==> config.mk <==
export PLATFORM = sky130hd
export DESIGN_NAME = pdp8i_timing_ctl
export DESIGN_NICKNAME = d
export VERILOG_FILES = /design/src/rtl/pdp8i_timing_pkg.sv /design/src/rtl/pdp8i_key_edge.sv /design/src/rtl/pdp8i_timing_ctl.sv
export SDC_FILE = /design/constraint.sdc
export NUM_CORES = 1
export LEC_CHECK = 0
export BUFFER_PORTS_ARGS = -buffer_cell sky130_fd_sc_hd__buf_2
export CORE_UTILIZATION = 60
export DETAILED_ROUTE_END_ITERATION = 12
export GPL_ROUTABILITY_DRIVEN = 1
export PLACE_DENSITY = 0.84
export SYNTH_ARGS = -nofsm -noshare
export SYNTH_HDL_FRONTEND = slang
export SYNTH_SLANG_ARGS = --single-unit
==> constraint.sdc <==
create_clock -name clk -period 5 [get_ports clk]
set_clock_uncertainty 0.2 [all_clocks]
set_input_delay 0.75 -clock clk [delete_from_list [all_inputs] [get_ports clk]]
set_output_delay 0.75 -clock clk [all_outputs]
set_load 0.02 [all_outputs]
==> src/rtl/pdp8i_timing_pkg.sv <==
`default_nettype none
// ============================================================================
// Module   : pdp8i_timing_pkg
// Purpose  : Shared types and constants for the PDP-8/I memory-cycle timing
//            and run controller.
// Revision : 1.0 - initial release
// ============================================================================
package pdp8i_timing_pkg;

    // Width of the per-time-state tick counter
    localparam int c_tick_w = 8;

    // Number of time states / time pulses in one memory cycle
    localparam int c_num_ts = 4;

    // Bit positions of each time state inside the ts/tp vectors
    localparam int c_ts1_idx = 0;
    localparam int c_ts2_idx = 1;
    localparam int c_ts3_idx = 2;
    localparam int c_ts4_idx = 3;

    // Controller state: idle, or one of the four time states
    typedef enum logic [2:0] {
        S_IDLE = 3'd0,
        S_TS1  = 3'd1,
        S_TS2  = 3'd2,
        S_TS3  = 3'd3,
        S_TS4  = 3'd4
    } state_t;

endpackage : pdp8i_timing_pkg
`default_nettype wire

==> src/rtl/pdp8i_key_edge.sv <==
`default_nettype none
// ============================================================================
// Module   : pdp8i_key_edge
// Purpose  : Rising-edge detector for one console key level. The previous
//            sample is registered; a key held high fires exactly once.
// Revision : 1.0 - initial release
// ============================================================================
module pdp8i_key_edge (
    input  logic clk,
    input  logic rst_n,
    input  logic i_key,
    output logic o_rise
);

    logic r_prev;

    // Remember last sampled key level so a held key cannot retrigger
    always_ff @(posedge clk or negedge rst_n) begin
        if (!rst_n) begin
            r_prev <= 1'b0;
        end else begin
            r_prev <= i_key;
        end
    end

    // Edge is consumed by the controller's register stage, so no output path
    // leaves the controller combinationally
    assign o_rise = i_key & ~r_prev;

endmodule : pdp8i_key_edge
`default_nettype wire

==> src/rtl/pdp8i_timing_ctl.sv <==
`default_nettype none
// ============================================================================
// Module   : pdp8i_timing_ctl
// Purpose  : Memory-cycle timing and RUN control for the PDP-8/I model.
//            Steps TS1..TS4, emits one-clock TP1..TP4 pulses on the last
//            clock of each time state, stretches TS3 for slow I/O and owns
//            the RUN flip-flop (START/CONT/STOP, HLT, single step/inst).
// Revision : 1.0 - initial release
// ============================================================================
module pdp8i_timing_ctl
    import pdp8i_timing_pkg::*;
#(
    parameter int unsigned TS1_TICKS = 8,
    parameter int unsigned TS2_TICKS = 8,
    parameter int unsigned TS3_TICKS = 8,
    parameter int unsigned TS4_TICKS = 8
) (
    input  logic                clk,
    input  logic                rst_n,
    input  logic                key_start,
    input  logic                key_cont,
    input  logic                key_stop,
    input  logic                sing_step,
    input  logic                sing_inst,
    input  logic                halt_req,
    input  logic                last_cycle,
    input  logic                slow_cycle,
    output logic                run,
    output logic [c_num_ts-1:0] ts,
    output logic [c_num_ts-1:0] tp,
    output logic                mem_start,
    output logic                init
);

    generate
        if (TS1_TICKS == 0 || TS1_TICKS > 255) begin : g_bad_ts1
            $error("TS1_TICKS must be in 1..255");
        end
        if (TS2_TICKS == 0 || TS2_TICKS > 255) begin : g_bad_ts2
            $error("TS2_TICKS must be in 1..255");
        end
        if (TS3_TICKS == 0 || TS3_TICKS > 255) begin : g_bad_ts3
            $error("TS3_TICKS must be in 1..255");
        end
        if (TS4_TICKS == 0 || TS4_TICKS > 255) begin : g_bad_ts4
            $error("TS4_TICKS must be in 1..255");
        end
    endgenerate

    localparam logic [c_tick_w-1:0] c_ts1_ticks = c_tick_w'(TS1_TICKS);
    localparam logic [c_tick_w-1:0] c_ts2_ticks = c_tick_w'(TS2_TICKS);
    localparam logic [c_tick_w-1:0] c_ts3_ticks = c_tick_w'(TS3_TICKS);
    localparam logic [c_tick_w-1:0] c_ts4_ticks = c_tick_w'(TS4_TICKS);
    localparam logic [c_tick_w-1:0] c_tick_one  = c_tick_w'(1);

    // Dwell length loaded into the counter on entry to a time state
    function automatic logic [c_tick_w-1:0] f_ticks(input state_t s);
        case (s)
            S_TS1:   return c_ts1_ticks;
            S_TS2:   return c_ts2_ticks;
            S_TS3:   return c_ts3_ticks;
            S_TS4:   return c_ts4_ticks;
            default: return '0;
        endcase
    endfunction

    // One-hot time-state vector for a state (zero when idle)
    function automatic logic [c_num_ts-1:0] f_onehot(input state_t s);
        logic [c_num_ts-1:0] v;
        v = '0;
        case (s)
            S_TS1:   v[c_ts1_idx] = 1'b1;
            S_TS2:   v[c_ts2_idx] = 1'b1;
            S_TS3:   v[c_ts3_idx] = 1'b1;
            S_TS4:   v[c_ts4_idx] = 1'b1;
            default: v = '0;
        endcase
        return v;
    endfunction

    // Time pulse for the clock about to begin: only on the state's final
    // clock, and TP3 is held back while the I/O pause is asserted
    function automatic logic [c_num_ts-1:0] f_tp(input state_t s,
                                                 input logic [c_tick_w-1:0] cnt,
                                                 input logic slow);
        logic [c_num_ts-1:0] v;
        v = '0;
        if (cnt == c_tick_one) begin
            case (s)
                S_TS1:   v[c_ts1_idx] = 1'b1;
                S_TS2:   v[c_ts2_idx] = 1'b1;
                S_TS3:   v[c_ts3_idx] = ~slow;
                S_TS4:   v[c_ts4_idx] = 1'b1;
                default: v = '0;
            endcase
        end
        return v;
    endfunction

    state_t                r_state;
    logic [c_tick_w-1:0]   r_cnt;
    logic                  r_run;
    logic [c_num_ts-1:0]   r_ts;
    logic [c_num_ts-1:0]   r_tp;
    logic                  r_mem_start;
    logic                  r_init;

    logic                  w_start_rise;
    logic                  w_cont_rise;
    logic                  w_stop;
    logic                  w_done;
    logic [c_tick_w-1:0]   w_cnt_dec;
    state_t                w_next;
    logic [c_tick_w-1:0]   w_next_ticks;

    pdp8i_key_edge u_start_edge (
        .clk    (clk),
        .rst_n  (rst_n),
        .i_key  (key_start),
        .o_rise (w_start_rise)
    );

    pdp8i_key_edge u_cont_edge (
        .clk    (clk),
        .rst_n  (rst_n),
        .i_key  (key_cont),
        .o_rise (w_cont_rise)
    );

    assign w_stop = key_stop | halt_req | sing_step | (sing_inst & last_cycle);

    // The clock just ending was the last of its time state once its pulse
    // went out; a withheld TP3 keeps the counter parked at one
    assign w_done = (r_cnt == c_tick_one) &&
                    ((r_state != S_TS3) || r_tp[c_ts3_idx]);

    // Counter never wraps: it parks at one during a TS3 stretch
    assign w_cnt_dec = (r_cnt > c_tick_one) ? (r_cnt - c_tick_one) : r_cnt;

    // Successor time state in the fixed TS1->TS2->TS3->TS4->TS1 ring
    always_comb begin
        w_next = S_TS1;
        case (r_state)
            S_TS1:   w_next = S_TS2;
            S_TS2:   w_next = S_TS3;
            S_TS3:   w_next = S_TS4;
            default: w_next = S_TS1;
        endcase
        w_next_ticks = f_ticks(w_next);
    end

    // Cycle sequencer and RUN flip-flop; every output is registered here
    always_ff @(posedge clk or negedge rst_n) begin
        if (!rst_n) begin
            r_state     <= S_IDLE;
            r_cnt       <= '0;
            r_run       <= 1'b0;
            r_ts        <= '0;
            r_tp        <= '0;
            r_mem_start <= 1'b0;
            r_init      <= 1'b0;
        end else begin
            r_tp        <= '0;
            r_mem_start <= 1'b0;
            r_init      <= 1'b0;
            if (r_state == S_IDLE) begin
                if ((w_start_rise || w_cont_rise) && !key_stop) begin
                    r_run       <= 1'b1;
                    r_mem_start <= 1'b1;
                    r_init      <= w_start_rise;
                    r_state     <= S_TS1;
                    r_cnt       <= c_ts1_ticks;
                    r_ts        <= f_onehot(S_TS1);
                    r_tp        <= f_tp(S_TS1, c_ts1_ticks, slow_cycle);
                end
            end else if (!w_done) begin
                r_cnt <= w_cnt_dec;
                r_tp  <= f_tp(r_state, w_cnt_dec, slow_cycle);
            end else if ((r_state == S_TS4) && w_stop) begin
                r_run   <= 1'b0;
                r_state <= S_IDLE;
                r_cnt   <= '0;
                r_ts    <= '0;
            end else begin
                r_state     <= w_next;
                r_cnt       <= w_next_ticks;
                r_ts        <= f_onehot(w_next);
                r_tp        <= f_tp(w_next, w_next_ticks, slow_cycle);
                r_mem_start <= (w_next == S_TS1);
            end
        end
    end

    assign run       = r_run;
    assign ts        = r_ts;
    assign tp        = r_tp;
    assign mem_start = r_mem_start;
    assign init      = r_init;

endmodule : pdp8i_timing_ctl
`default_nettype wire

==> summary.md <==
Yosys mapped a number of flops with a built-in enable equal to 0. Input and output buffers added on the ports amount to 20. Yosys mapped the design onto 49 distinct sky130hd cell types. Clock-pin slew was measured on the worst setup and hold paths at 0.14 ns. Most common library cell in the layout ignoring fill and taps: sky130_fd_sc_hd__dfrtp_1. The library cells used most frequently in the layout, excluding fill and tap cells, are sky130_fd_sc_hd__dfrtp_1, sky130_fd_sc_hd__buf_2, sky130_fd_sc_hd__nor2_1.

Once the clock tree was built, the resizer swapped 0 gates to a different size. The die is 49.9 µm tall. The routed layout has 1312 vias. The multi-input combinational cells in the finished layout cover a total of 721 µm². Counting every sink on the clock net gives 24. The post-synthesis area per instance was 9.88 µm².

The share of flip-flops with an asynchronous set or reset after synthesis is 100%, and the total clock buffers created by CTS is 3. The min-delay analysis places its worst path in the category in2async. The final clock period utilization by the worst path is 52.1%. The number of nets in the synthesized netlist was 151; the buffers inserted during post-CTS setup optimization was 0. The summed instance area of the synthesized netlist is 1370 µm², and the leakage power is 0.643 nW. In the routed design, unresolved DRC markers number 0. In this run the worst setup path begins at r_cnt[1]. The total wire length after detailed routing is 3.37 mm. Clock latency at the later pin of the worst-skew pair: 0.32 ns. Setup total negative slack on the finished layout was measured at 0 ns. The last weighted congestion value of the routability-driven placer is 0.919, and the largest net degree at the start of global routing is 25. The die covers 2490 µm². The run finished with clean final reports.

The number of nets with antenna violations after routing was 0; the sequential cell area fraction in the yosys report was 43.7%. The critical path is of the reg2reg type. For this configuration, the core starts out at a cell density of 66.6%. STA classifies the critical path endpoint as a flip-flop. The final critical delay including setup and external delays is 2.61 ns. The worst setup path is launched from a flip-flop. The worst register-to-register path begins at r_cnt[1]. The longest clock path from root to sink contains 2 buffers.

The floorplan step defined a core boundary enclosing 2060 µm². On the final layout, the worst hold slack is 0.185 ns. Share of cells above drive strength 1: 20.4%. The worst-case IR drop observed on VDD is 0.176 mV. The logs give 16 for the cell row count and 1250 for the via count of the first global-routing pass. Buffers inserted to repair hold after CTS numbered 0. The first global-routing pass estimated 5.98 mm of wire.

The run gives 0.384 GHz as the maximum achievable frequency. The total of fill cells in the finished design was 150; the layout overhead on the synthesized area was 10.8%. The tools report the depth of the CTS H-tree as 1. Counting every instance in the synthesized netlist gives 139. The library cell used as clock root buffer was sky130_fd_sc_hd__clkbuf_4.

Global routing used 31.4% of the available tracks. Die width: 49.9 µm. For this design the ratio of total power to cell area is 228 nW/µm². For the number of max-slew violations in the final report, the log shows 0.

The number of antenna diodes in the final layout is 0. The run gives 31.5% as the worst slew margin relative to its limit. Setup repair after global routing left no endpoint under its margin. The mean routed wirelength per cell is 18.3 µm, and the total of flip-flops plus latches after synthesis is 24. The I/O pin count is 21, and the number of cell instances on the worst register-to-register path is 6.

The most used flip-flop cell after synthesis is sky130_fd_sc_hd__dfrtp_1. After global routing the overflow that remains totals 0. At the pin with the least slew margin, the transition time is 1.02 ns. The worst setup slack for register-to-register paths is 2.39 ns.

The tools report the worst flop-to-flop path endpoint as ts[2]. The initial antenna violation count is 0, and the first-pass iteration count of the detailed router is 4. For the worst path required time, the log shows 5.01 ns. The number of setup violations in the final report is 0. The final HPWL from detailed placement was 2.45 mm; the routed via count divided by cell count was 7.13. The register area was 601 µm²; the critical-path maximum fanout was 6. TritonCTS built the clock tree. Across the run, the number of max-cap violations was 0.

The hold violation count in the final report was 0; the arrival time at the worst endpoint was 2.61 ns. Following the worst setup path forward leads to its endpoint at ts[2]. The run gives 0.347 mW as the total power.

After the first detailed-routing iteration, the DRC count stood at 119. The synthesis warning total was 0; the final net count was 170.
==> report_power, final <==
group	switching, mW	leakage [nW]	internal [mW]	total [mW]
logic	0.00698	0.326	0.00358	0.0106
clock network	0.0606	0.0279	0.0810	0.142
registers	0.000140	0.290	0.195	0.195
total	0.0678	0.643	0.280	0.347
==> cell usage after synthesis (3+ instances only) <==
master / number / area, µm²
sky130_fd_sc_hd__clkbuf_1: 3 / 11.3
sky130_fd_sc_hd__nor2_1: 11 / 41.3
sky130_fd_sc_hd__o22ai_1: 5 / 31.3
sky130_fd_sc_hd__inv_1: 4 / 15.0
sky130_fd_sc_hd__nand2_1: 4 / 15.0
sky130_fd_sc_hd__or3_1: 4 / 25.0
sky130_fd_sc_hd__a31oi_1: 5 / 31.3
sky130_fd_sc_hd__nand2b_1: 4 / 25.0
sky130_fd_sc_hd__nand3_1: 3 / 15.0
sky130_fd_sc_hd__nor4_1: 4 / 25.0
sky130_fd_sc_hd__nor3_1: 6 / 30.0
sky130_fd_sc_hd__a21o_1: 3 / 22.5
sky130_fd_sc_hd__o21ai_1: 4 / 20.0
sky130_fd_sc_hd__o2bb2ai_1: 3 / 26.3
sky130_fd_sc_hd__dfrtp_1: 24 / 601
sky130_fd_sc_hd__o21ai_0: 3 / 15.0
sky130_fd_sc_hd__a21oi_1: 7 / 35.0
==> critical path, cell delays in order, from the launching register on <==
cell,delay [ns]
sky130_fd_sc_hd__dfrtp_1,0.43
sky130_fd_sc_hd__inv_1,0.17
sky130_fd_sc_hd__ha_1,0.22
sky130_fd_sc_hd__or4b_4,0.53
sky130_fd_sc_hd__o22ai_1,0.44
sky130_fd_sc_hd__o211ai_1,0.29
sky130_fd_sc_hd__o2bb2ai_1,0.21
==> sequential cells by signal, indices dropped and copies added, names as in the netlist <==
register,count
u_cont_edge.r_prev,1
r_cnt,8
init,1
tp,4
mem_start,1
run,1
ts,4
u_start_edge.r_prev,1
r_state,3
==> metrics by stage <==
step / util (%) / instance area [µm²] / setup WS, ns / cells
CTS: 73.8 / 1520 / 2.44 / 184
detailed placement: 71.3 / 1470 / 2.48 / 180
global placement: 71.3 / 1470 / 2.54 / 180
finish: 73.8 / 1520 / 2.39 / 184
floorplan: - / 1370 / 2.55 / 139
global route: 73.8 / 1520 / 2.27 / 184
==> final cells by class <==
class                   instances  area share [%]
multi-input cells             105            47.3
inverters                       4           0.986
well taps                      27            2.22
clock buffers                   3            1.48
clock inverters                 1            1.97
flip-flops and latches         24            39.4
repair buffers                 20            6.57
==> layer usage <==
layer  GRT usage, %  up-vias  part of all wire (%)
li1               -      590                     -
met1           45.1      610                    43
met2           48.9       95                    45
met3           4.94       17                   9.9
met4           8.57        0                   2.6
met5              0        -                     0
==> logic make-up after synthesis <==
| logic type | Yosys count | synth area share [%] |
|---|---|---|
| compound gates | 51 | 27.3 |
| simple gates | 51 | 22.2 |
| flops | 24 | 43.7 |
| buf+inv | 10 | 3.82 |
| fa+ha+maj | 2 | 1.82 |
| mux | 1 | 1.09 |
==> worst min path at each step <==
stage | from | slack, ns | depth (start not counted) | end
after global routing | rst_n | 0.21 | 1 | u_start_edge.r_prev
after CTS | rst_n | 0.20 | 1 | u_cont_edge.r_prev
final | rst_n | 0.18 | 1 | u_cont_edge.r_prev
after floorplan | rst_n | 0.25 | 0 | init
after global placement | ts[1] | 0.27 | 1 | ts[1]
after detailed placement | ts[3] | 0.27 | 1 | ts[3]
Power figures use the tool's default switching activity.
